--- src/rtl/fas_unpack_stage.sv ---
// Operand unpack/order stage at the head of the FP add/sub pipeline.
// Optional FAS_SKID_EN adds a skid entry so in_ready is a registered output.
module fas_unpack_stage #(
    parameter int unsigned EXP_W   = 8,
    parameter int unsigned MAN_W   = 23,
    parameter int unsigned GUARD_W = 8,
    parameter int unsigned TAG_W   = 4
) (
    input  logic                                   clk,
    input  logic                                   rst,
    input  logic                                   in_valid,
    output logic                                   in_ready,
    input  logic                                   in_sub,
    input  logic [EXP_W+MAN_W:0]                   in_a,
    input  logic [EXP_W+MAN_W:0]                   in_b,
    input  logic [TAG_W-1:0]                       in_tag,
    output logic                                   out_valid,
    input  logic                                   out_ready,
    output logic [EXP_W+GUARD_W+MAN_W+2:0]         out_x,
    output logic [EXP_W+GUARD_W+MAN_W+2:0]         out_y,
    output logic [EXP_W:0]                         out_diff,
    output logic                                   out_nan,
    output logic                                   out_inf,
    output logic                                   out_inf_s,
    output logic [TAG_W-1:0]                       out_tag
);

    localparam int unsigned W      = 1 + EXP_W + MAN_W;
    localparam int unsigned SIG_W  = GUARD_W + 1 + MAN_W;
    localparam int unsigned DIFF_W = EXP_W + 1;
    localparam int unsigned UNP_W  = 1 + DIFF_W + SIG_W;
    localparam int unsigned PAY_W  = 2 * UNP_W + DIFF_W + 3 + TAG_W;

    // Zero/denormal flush to all-zero; everything else gets the hidden bit.
    function automatic logic [UNP_W-1:0] unpack(input logic s,
                                                 input logic [EXP_W-1:0] e,
                                                 input logic [MAN_W-1:0] m);
        logic [UNP_W-1:0] r;
        r = '0;
        if (e != '0) begin
            r = {s, 1'b0, e, {GUARD_W{1'b0}}, 1'b1, m};
        end
        return r;
    endfunction

    logic                 a_s, b_s_eff;
    logic [EXP_W-1:0]     a_e, b_e;
    logic [MAN_W-1:0]     a_m, b_m;
    logic                 a_is_x;
    logic                 a_nan, b_nan, a_inf, b_inf;
    logic                 nan_c, inf_c, inf_s_c;
    logic [UNP_W-1:0]     a_unp, b_unp, x_unp, y_unp;
    logic [DIFF_W-1:0]    diff_c;
    logic [PAY_W-1:0]     pay_in;

    // Effective sign, magnitude ordering, unpack and special classification
    always_comb begin
        a_s     = in_a[W-1];
        b_s_eff = in_b[W-1] ^ in_sub;
        a_e     = in_a[W-2 -: EXP_W];
        b_e     = in_b[W-2 -: EXP_W];
        a_m     = in_a[MAN_W-1:0];
        b_m     = in_b[MAN_W-1:0];
        a_is_x  = (in_a[W-2:0] >= in_b[W-2:0]);
        a_unp   = unpack(a_s, a_e, a_m);
        b_unp   = unpack(b_s_eff, b_e, b_m);
        x_unp   = a_is_x ? a_unp : b_unp;
        y_unp   = a_is_x ? b_unp : a_unp;
        diff_c  = x_unp[UNP_W-2 -: DIFF_W] - y_unp[UNP_W-2 -: DIFF_W];

        a_nan   = (&a_e) && (a_m != '0);
        b_nan   = (&b_e) && (b_m != '0);
        a_inf   = (&a_e) && (a_m == '0);
        b_inf   = (&b_e) && (b_m == '0);
        nan_c   = a_nan || b_nan || (a_inf && b_inf && (a_s != b_s_eff));
        inf_c   = !nan_c && (a_inf || b_inf);
        inf_s_c = inf_c && (a_inf ? a_s : b_s_eff);

        pay_in  = {x_unp, y_unp, diff_c, nan_c, inf_c, inf_s_c, in_tag};
    end

    logic             main_vld_q, main_vld_d;
    logic [PAY_W-1:0] main_pay_q, main_pay_d;
    logic             accept, main_free;

    assign accept    = in_valid && in_ready;
    assign main_free = !main_vld_q || out_ready;

`ifdef FAS_SKID_EN
    logic             skid_vld_q, skid_vld_d;
    logic [PAY_W-1:0] skid_pay_q, skid_pay_d;

    // Skid entry empty is the only readiness condition; never depends on out_ready
    assign in_ready = !skid_vld_q && !rst;

    always_comb begin
        main_vld_d = main_vld_q;
        main_pay_d = main_pay_q;
        skid_vld_d = skid_vld_q;
        skid_pay_d = skid_pay_q;
        if (main_free) begin
            if (skid_vld_q) begin
                main_vld_d = 1'b1;
                main_pay_d = skid_pay_q;
                skid_vld_d = 1'b0;
            end else begin
                main_vld_d = accept;
                if (accept) begin
                    main_pay_d = pay_in;
                end
            end
        end else if (accept) begin
            skid_vld_d = 1'b1;
            skid_pay_d = pay_in;
        end
    end

    always_ff @(posedge clk) begin
        if (rst) begin
            main_vld_q <= 1'b0;
            main_pay_q <= '0;
            skid_vld_q <= 1'b0;
            skid_pay_q <= '0;
        end else begin
            main_vld_q <= main_vld_d;
            main_pay_q <= main_pay_d;
            skid_vld_q <= skid_vld_d;
            skid_pay_q <= skid_pay_d;
        end
    end
`else
    assign in_ready = main_free && !rst;

    always_comb begin
        main_vld_d = main_vld_q;
        main_pay_d = main_pay_q;
        if (main_free) begin
            main_vld_d = accept;
            if (accept) begin
                main_pay_d = pay_in;
            end
        end
    end

    always_ff @(posedge clk) begin
        if (rst) begin
            main_vld_q <= 1'b0;
            main_pay_q <= '0;
        end else begin
            main_vld_q <= main_vld_d;
            main_pay_q <= main_pay_d;
        end
    end
`endif

    assign out_valid = main_vld_q;
    assign {out_x, out_y, out_diff, out_nan, out_inf, out_inf_s, out_tag} = main_pay_q;

endmodule

--- config.mk ---
export PLATFORM = sky130hd
export DESIGN_NAME = fas_unpack_stage
export DESIGN_NICKNAME = d
export VERILOG_FILES = /design/src/rtl/fas_unpack_stage.sv
export SDC_FILE = /design/constraint.sdc
export NUM_CORES = 1
export LEC_CHECK = 0
export CORE_ASPECT_RATIO = 1.75
export CORE_MARGIN = 8
export CORE_UTILIZATION = 51
export DETAILED_ROUTE_END_ITERATION = 6
export HOLD_SLACK_MARGIN = 0.02
export PLACE_DENSITY = 0.91
export RECOVER_POWER = 25
export SYNTH_ARGS = -nofsm -noshare
export SYNTH_HDL_FRONTEND = slang
export SYNTH_SLANG_ARGS = --single-unit
--- constraint.sdc ---
create_clock -name clk -period 13.6 [get_ports clk]
set_input_delay 4.08 -clock clk [delete_from_list [all_inputs] [get_ports clk]]
set_output_delay 4.08 -clock clk [all_outputs]
set_load 0.01 [all_outputs]
==> flow_summary_export.csv, run 1 <==
group,metric,value,unit
detailed_routing,dr.pass1.iters,4,
grt,grt_use_met1,0.280,
worst_setup_path,endpoint_kind,"output port",
synthesis,synth_top_area_cell,"dfxtp_1",
worst_setup_path,crit_family,"buffers and inverters",
timing,fmax,102,MHz
cts,postCtsSetupRepairBufs,0,
cts,clockBufferDepth,2,
synthesis,post_synth_inst_count,671,
timing,maxSlewHeadroom,0.158,
grt,antenna_found_initial,0,
final_layout,nets,901,
synthesis,syn_area_per_cell,8.27,um^2
synthesis,synth_cell_types,49,
pwr,vdd_drop_max,0.0679,mV
grt,top_usage_layer,"met2",
synthesis,async_flop_share,0,
detailed_routing,via_per_inst,6.39,
detailed_routing,final_antenna_net_count,0,
final_layout,multiInputGateArea,0.00344,mm^2
timing,layout_min_cycle_time,9.76,ns
detailed_routing,drt_iter0_drc,354,
final_layout,areaGrowthSynthToFinish,31.6,%
timing,setup_viol,0,
grt,overflow,0,
grt,met2_usage,0.442,
final_layout,diodes,0,
pwr,power.leakage,2.83,nW
synthesis,ys_warn_count,0,
cts,clk_pin_slew,0.06,ns
cts,worstSkewPairLatency,0.33,ns
grt,grtUsageMet3,0.0629,
cts,htree_levels,3,
worst_setup_path,path_buf_inv,3,
die,core,0.0106,mm^2
worst_setup_path,critPathLaunchType,"input port",
place,gp_congestion,0.936,
timing,period_share,0.718,
cts,clockRootBuffer,"clkbuf_16",
cts,hold_buffers,0,
final_layout,fillers,884,
final_layout,drive_gt1_frac,0.0707,
die,ios,175,
flow_run,drv_cap,0,
die,rows,50,
worst_setup_path,crit_path_max_incr_delay,0.64,ns
worst_setup_path,critPathSlowestCell,"clkdlybuf4s50_1",
cts,cts_tree,"built",
hold_path,worstHoldPathType,"flip-flop to flip-flop",
die,initial_utilization,0.522,
detailed_routing,via_count,5888,
cts,ctsResizeCount,0,
detailed_routing,routed_wl,19500,um
pwr,p_per_area,103,mW/mm^2
final_layout,stdcell_area,0.00730,mm^2
place,io_buffers,156,
worst_setup_path,crit_type,"input port to output port",
place,place_inst,907,
timing,setup_tns,0,ns
timing,rsz0062_at_grt,"no",
synthesis,synth_seq_area_share,0.300,
die,die_h,154,um
detailed_routing,drc,0,
die,die_area,0.0146,mm^2
synthesis,yosys_most_used_dff,"dfxtp_1",
timing,tightest_slew,1.26,ns
cts,cts-buffers-inserted,9,
status,status,"finished, final reports clean",
die,dieWidth,94.8,um
synthesis,netlist.area_leader.share,0.300,
worst_setup_path,worstPathMaxFanout,68,
grt,grt_pass1_wl,30700,um
worst_setup_path,critical_path_required,9.52,ns
detailed_routing,wire_per_inst,21.2,um
worst_setup_path,cp.arrival,5.68,ns
synthesis,synth_edf_count,0,
timing,final_hold_viol_count,0,
synthesis,synth_area,0.00555,mm^2
grt,grt_max_degree,84,
timing,worst_hold_slack,0.469,ns
worst_setup_path,path_cells,"buf_2, buf_4, nor2_1, clkdlybuf4s50_1",
timing,finClkSkew,0.00644,ns
timing,report.final.slew_viol_count,0,
grt,grt_usage,0.262,
place,post-dp-hpwl,13800,um
place,placed_area,0.00701,mm^2
cts,clock_sinks,83,
grt,first_global_vias,6107,
synthesis,ys_seq_elements,83,
final_layout,instances_no_fill,922,
synthesis,netlist_top_cells_area,"dfxtp_1 30%, ha_1 8.8%, a21oi_1 7.6%",
final_layout,final-seq-area,0.00166,mm^2
cells by family (layout without fill, tap and decap cells):
family | count (synthesis) | count (layout) | share of synthesized area
multiplexers | 8 | 8 | 0.0160
other | 1 | 18 | 0.000676
AO/OA/AOI/OAI | 241 | 241 | 0.327
XOR/XNOR | 5 | 5 | 0.00789
flip-flops | 83 | 83 | 0.300
adder cells (fa/ha/maj) | 40 | 40 | 0.0916
AND/OR/NAND/NOR | 182 | 182 | 0.162
buffers and inverters | 111 | 215 | 0.0959
state kept, by name, indices dropped and copies added (netlist names):
signal and flops:
main_pay_q 82, out_valid 1
through the flow:
| step | utilization | setup slack (ns) | total power [mW] |
|---|---|---|---|
| finish | 0.686 | 3.84 | 0.750 |
| global route | 0.686 | 3.72 | 0.783 |
| CTS | 0.686 | 3.85 | 0.756 |
| detailed placement | 0.659 | 3.85 | 0.509 |
| global placement | 0.659 | 3.89 | 0.502 |
| floorplan | - | 5.06 | 0.411 |
layer usage:
| metal | vias to the layer above | wire (um) |
|---|---|---|
| met2 | 310 | 9690 |
| met5 | - | 0 |
| li1 | 2703 | - |
| met1 | 2800 | 7150 |
| met3 | 75 | 1530 |
| met4 | 0 | 1130 |
final cells by class:
cell class,instances,share of cell area
multi-input cells,494,0.471
clock buffers,11,0.0332
flip-flops and latches,83,0.228
inverters,38,0.0195
clock inverters,4,0.00668
repair buffers,162,0.219
well taps,130,0.0223
where the power goes:
group | internal (mW) | switching (mW)
sequential | 0.266 | 0.0134
clock | 0.146 | 0.100
combinational | 0.104 | 0.120
total | 0.516 | 0.234
cells in the final DEF, fill, tap and decap left out, drive strengths merged, types with 8 or more instances in the layout:
cell type / Yosys / routed
a2111oi: 48 / 48
a211oi: 11 / 11
a21boi: 46 / 46
a21oi: 84 / 84
a221o: 10 / 10
and3: 8 / 8
clkbuf: 34 / 11
clkdlybuf4s50: 0 / 115
conb: 1 / 18
dfxtp: 83 / 83
dlygate4sd3: 0 / 40
ha: 39 / 39
inv: 38 / 39
nand2: 40 / 40
nand3b: 13 / 13
nand4: 19 / 19
nor2: 61 / 61
nor4: 16 / 16
o211ai: 10 / 10
o21ai: 13 / 13
worst register-to-register path: stages (launching register included):
cell,delay (ns)
dfxtp_1,0.30
nor2b_1,0.14
nor2_1,0.40
and2_2,0.23
buf_4,0.69
nor2_1,0.55
a221o_1,0.47
synth_stat cells (all sizes together) (16+ instances only):
library cell / count
nand2: 40
clkbuf: 34
dfxtp: 83
buf: 39
a21boi: 46
nor4: 16
nand4: 19
nor2: 61
ha: 39
a2111oi: 48
a21oi: 84
inv: 38
path summary, 6_finish.rpt:
path	from	end	slack [ns]	cells after the start
worst max-delay path	rst	in_ready	3.84	4
worst min-delay path	main_pay_q[4]	main_pay_q[4]	0.47	2
worst max register to register	out_valid	main_pay_q[55]	10.69	6
worst min register to register	main_pay_q[4]	main_pay_q[4]	0.47	2
(Power assumes the default switching activity.)
==> run 2: changes to the inputs <==
Settings changed: CORE_UTILIZATION 51 to 43, PLACE_DENSITY 0.91 to 0.82.
Clock period 13.6 ns to 8.1 ns, I/O delays scaled along.
==> run 2 against run 1 <==
Via count shrank 1.8%. Power grew 66%. Global-route usage shrank 3.6 points. The flow now finishes with violations (max-capacitance violations, max-slew violations). Critical path depth grew 15. Routed wire length shrank 0.58%. Largest power group unchanged. Final cell count grew 4.7%. Largest cell class unchanged. Combinational power grew 69%.
==> flow_summary_export.csv, run 2 (synthesized netlist as in run 1, its figures left out) <==
group,metric,value,unit
grt,grt_max_degree,76,
cts,htree_levels,3,
timing,fmax,147,MHz
worst_setup_path,critPathLaunchType,"input port",
timing,tightest_slew,3.35,ns
place,pre_cts_ws,0.969,ns
place,post-dp-hpwl,14200,um
grt,grt_pass1_wl,30700,um
grt,first_global_vias,5903,
final_layout,areaGrowthSynthToFinish,32.4,%
final_layout,top_register,"main_pay_q",
timing,rsz0062_at_grt,"no",
cts,cts_tree,"built",
detailed_routing,via_count,5782,
status,violations,"max-capacitance violations, max-slew violations",
cts,ctsResizeCount,0,
detailed_routing,drt_iter0_drc,362,
final_layout,largest_reg_flops,82,
place,io_buffers,156,
detailed_routing,dr.pass1.iters,5,
timing,setup_viol,0,
flow_run,drv_cap,1,
detailed_routing,routed_wl,19400,um
cts,hold_buffers,0,
pwr,p_per_area,169,mW/mm^2
place,placed_area,0.00707,mm^2
pwr,power.leakage,2.82,nW
cts,clockRootBuffer,"clkbuf_16",
timing,period_share,0.840,
cts,cts-buffers-inserted,9,
pwr,vdd_drop_max,0.114,mV
detailed_routing,wire_per_inst,20.1,um
detailed_routing,drc,0,
pwr,p_clk_frac,0.320,
final_layout,stdcell_area,0.00735,mm^2
final_layout,drive_gt1_frac,0.0718,
pwr,combPwrFrac,0.303,
grt,overflow,0,
status,status,"complete, but fails checks",
grt,grt_usage,0.226,
pwr,p_int,845,uW
final_layout,nets,902,
worst_setup_path,endpoint_kind,"flip-flop",
cts,clk_pin_slew,0.06,ns
die,dieWidth,102,um
cts,postCtsSetupRepairBufs,0,
pwr,switching_share,0.320,
die,rows,55,
timing,maxSlewHeadroom,-1.24,
die,core,0.0128,mm^2
grt,antenna_found_initial,0,
cts,clockBufferDepth,2,
worst_setup_path,crit_type,"input port to flip-flop",
worst_setup_path,worstPathMaxFanout,75,
timing,layout_min_cycle_time,6.80,ns
pwr,power.switching,397,uW
detailed_routing,via_per_inst,5.99,
cts,clock_sinks,83,
timing,final_hold_viol_count,0,
final_layout,diodes,0,
hold_path,worstHoldPathType,"flip-flop to flip-flop",
final_layout,fin_util,0.574,
die,die_h,166,um
die,die_area,0.0169,mm^2
die,initial_utilization,0.433,
timing,report.final.slew_viol_count,68,
cts,worstSkewPairLatency,0.34,ns
place,gp_congestion,0.928,
timing,setup_tns,0,ns
final_layout,layout_commonest_cell,"clkdlybuf4s50_1",
die,ios,175,
worst_setup_path,cp.arrival,7.00,ns
timing,finClkSkew,0.00605,ns
timing,fin_ws,1.30,ns
detailed_routing,final_antenna_net_count,0,
pwr,seqPwrFrac,0.377,
worst_setup_path,critical_path_required,8.30,ns
final_layout,most-common-layout-cells,"115 x clkdlybuf4s50_1, 84 x a21oi_1, 83 x dfxtp_1",
-- run 2: worst max-delay path, stage by stage --
cell and delay (ns):
clkdlybuf4s50_1 0.55, inv_1 0.06, ha_1 0.29, a21oi_1 0.19, o21ai_1 0.08, a221o_1 0.40
a2111oi_4 0.42, buf_4 0.63, nand3_1 0.13, o21ai_0 0.12, ha_1 0.20, inv_1 0.05
fa_1 0.40, a21o_1 0.19, a21oi_1 0.23, o21bai_1 0.09, a21oi_1 0.26, xor2_1 0.16
o21ai_0 0.08
-- run 2: worst paths after layout --
check                              startpoint  slack [ns]  cells after the start             end
worst max-delay path                 in_b[16]        1.30                     19  main_pay_q[13]
worst min register to register  main_pay_q[4]        0.46                      2   main_pay_q[4]
worst min-delay path            main_pay_q[4]        0.46                      2   main_pay_q[4]
worst max register to register      out_valid        5.13                      7  main_pay_q[57]
-- run 2: metrics by stage --
step	hold slack [ns]	cells	power [mW]
after floorplan	0.481	688	0.690
after global placement	0.446	949	0.851
after detailed placement	0.451	949	0.857
after CTS	0.461	965	1.26
after global routing	0.507	965	1.30
final	0.456	965	1.24
-- run 2: cell type report --
cell class	count	area, um^2
Clock inverter	4	25.0
Inverter	38	143
Timing Repair Buffer	163	1610
Sequential cell	83	1660
Fill cell	1203	5450
Tap cell	171	214
Clock buffer	12	256
Multi-Input combinational cell	494	3440
-- run 2: power by group through the flow --
stage          logic [mW]  clock network (mW)  registers, mW
2_1_floorplan       0.199                   0          0.491
5_1_grt             0.409               0.421          0.473
4_1_cts             0.381               0.405          0.469
3_3_place_gp        0.374                   0          0.477
6_report            0.376               0.397          0.469
3_5_place_dp        0.379                   0          0.478
-- run 2: per-layer routing --
layer  wire [um]  GRT usage  up-vias
met3        1600     0.0533       59
met4         688      0.104        0
li1            -          -     2700
met5           0          0        -
met2        9960      0.397      259
met1        7140      0.243     2764
==> run 3: changes to the inputs <==
Clock period 8.1 ns to 6.1 ns, I/O delays scaled along.
==> run 3 against run 2 <==
The run still ends with max-capacitance violations, max-slew violations left. Final area grew 3.0%. Combinational power grew 37%. Routed wire length grew 1.6%. Non-clock buffer count grew 23. Sequential power grew 33%. Worst hold slack lost 0.0021 ns. Power grew 40%. Sequential share of layout area shrank 0.65 points. Register-to-register slack lost 1.6 ns. Final cell count grew 2.4%. Clock skew shrank 0.0020 ns. Clock power grew 53%. Critical endpoint unchanged. Largest power group unchanged.
==> flow_summary_export.csv, run 3 (synthesized netlist as in run 1, its figures left out) <==
group,metric,value,unit
timing,fmax,174,MHz
place,gp_congestion,0.921,
timing,period_share,0.940,
timing,setup_tns,0,ns
die,initial_utilization,0.433,
timing,rsz0062_at_grt,"no",
grt,grt_max_degree,68,
worst_setup_path,worstPathMaxFanout,29,
final_layout,most-common-layout-cells,"115 x clkdlybuf4s50_1, 84 x a21oi_1, 83 x dfxtp_1",
pwr,seqPwrFrac,0.357,
die,rows,55,
pwr,vdd_drop_max,0.192,mV
worst_setup_path,critPathLaunchType,"input port",
detailed_routing,m1WireLength,7130,um
detailed_routing,met2_wirelength,10100,um
die,die_h,166,um
final_layout,drive_gt1_frac,0.0979,
cts,worstSkewPairLatency,0.34,ns
worst_setup_path,crit_type,"input port to flip-flop",
cts,postCtsSetupRepairBufs,0,
worst_setup_path,critical_path_required,6.32,ns
detailed_routing,met3RoutedLength,1710,um
pwr,total_power,1.74,mW
pwr,power.leakage,2.95,nW
final_layout,fillers,1162,
worst_setup_path,crit_family,"compound AO/OA/AOI/OAI gates",
cts,ctsResizeCount,0,
timing,layout_min_cycle_time,5.73,ns
worst_setup_path,critPathSlowestCell,"clkdlybuf4s50_1",
detailed_routing,wire_per_inst,19.9,um
pwr,power.switching,535,uW
cts,htree_levels,3,
detailed_routing,final_antenna_net_count,0,
worst_setup_path,crit_path_max_incr_delay,0.53,ns
cts,cts_tree,"built",
grt,grt_usage,0.227,
pwr,p_per_area,231,mW/mm^2
final_layout,top_register,"main_pay_q",
worst_setup_path,path_cells,"clkdlybuf4s50_1, inv_1, ha_1, and4_1, a221o_1, a2111oi_4, buf_4, nand3_1, o21ai_0, ha_1, inv_1, fa_1, a21o_1, a21oi_1, o21bai_1, a21oi_1, xor2_1, o21ai_0",
flow_run,drv_cap,1,
worst_setup_path,endpoint_kind,"flip-flop",
final_layout,areaGrowthSynthToFinish,36.4,%
cts,cts-buffers-inserted,9,
pwr,p_int,1.21,mW
detailed_routing,drt_iter0_drc,338,
hold_path,worstHoldPathType,"flip-flop to flip-flop",
cts,clockRootBuffer,"clkbuf_16",
pwr,combPwrFrac,0.296,
place,post-dp-hpwl,14500,um
die,dieWidth,102,um
final_layout,instances_no_fill,988,
detailed_routing,via_per_inst,5.94,
final_layout,layout_commonest_cell,"clkdlybuf4s50_1",
grt,overflow,0,
final_layout,nets,925,
timing,setup_viol,0,
detailed_routing,via_count,5866,
place,placed_area,0.00724,mm^2
status,status,"complete, but fails checks",
detailed_routing,routed_wl,19700,um
final_layout,diodes,0,
timing,report.final.slew_viol_count,68,
place,place_inst,972,
die,ios,175,
timing,finClkSkew,0.00410,ns
grt,antenna_found_initial,0,
cts,clockBufferDepth,2,
timing,final_hold_viol_count,0,
pwr,switching_share,0.307,
detailed_routing,drc,0,
worst_setup_path,path_buf_inv,4,
status,violations,"max-capacitance violations, max-slew violations",
die,core,0.0128,mm^2
timing,tightest_slew,3.43,ns
detailed_routing,dr.pass1.iters,4,
worst_setup_path,cp.arrival,5.95,ns
grt,first_global_vias,5869,
cts,clock_sinks,83,
grt,grt_pass1_wl,30400,um
final_layout,stdcell_area,0.00756,mm^2
place,io_buffers,156,
cts,hold_buffers,0,
cts,clk_pin_slew,0.06,ns
detailed_routing,top_layer_used,"met4",
final_layout,largest_reg_flops,82,
pwr,p_clk_frac,0.348,
timing,maxSlewHeadroom,-1.29,
die,die_area,0.0169,mm^2
run 3: cell count changes in the layout (fill, tap and decap cells not counted), sizes merged:
cell,before,now
buf,7,30
bufinv,0,2
clkbuf,13,12
clkinv,2,1
clkinvlp,2,1
inv,38,39
run 3: worst reg2reg max path, cell delays in order (launching register included):
cell,delay [ns]
dfxtp_1,0.31
nor2b_1,0.18
nor2_1,0.06
buf_4,0.16
nand2_2,0.76
buf_4,0.42
nor4_1,0.07
o21ai_0,0.22
o21ai_0,0.12
run 3: cell type report:
cell class,count,area (um^2),area share
flip-flops and latches,83,1660,0.220
repair buffers,186,1780,0.235
multi-input cells,494,3440,0.455
well taps,171,214,0.0283
clock inverters,5,85.1,0.0112
inverters,38,143,0.0189
clock buffers,11,243,0.0321
run 3: final timing paths:
kind | start | to | slack [ns] | cells after the start
max | in_b[21] | main_pay_q[13] | 0.37 | 18
min reg2reg | main_pay_q[4] | main_pay_q[4] | 0.45 | 2
max reg2reg | out_valid | main_pay_q[15] | 3.54 | 8
min | main_pay_q[4] | main_pay_q[4] | 0.45 | 2
run 3: power groups by stage:
stage | combinational (mW) | clock, mW | sequential [mW]
after floorplan | 0.264 | 0 | 0.653
after global placement | 0.515 | 0 | 0.633
after detailed placement | 0.519 | 0 | 0.634
after CTS | 0.523 | 0.613 | 0.623
after global routing | 0.558 | 0.638 | 0.627
final | 0.516 | 0.606 | 0.622
run 3: through the flow:
stage,utilization,setup WS [ns],hold slack [ns]
6_report,0.591,0.366,0.454
3_5_place_dp,0.566,0.0692,0.446
5_1_grt,0.591,0.215,0.474
2_1_floorplan,-,0.714,0.481
3_3_place_gp,0.566,0.185,0.444
4_1_cts,0.591,0.425,0.455
run 3: layer usage:
metal  GRT usage  vias to the layer above
li1            -                     2752
met4       0.116                        0
met1       0.240                     2791
met2       0.394                      268
met5           0                        -
met3      0.0630                       55
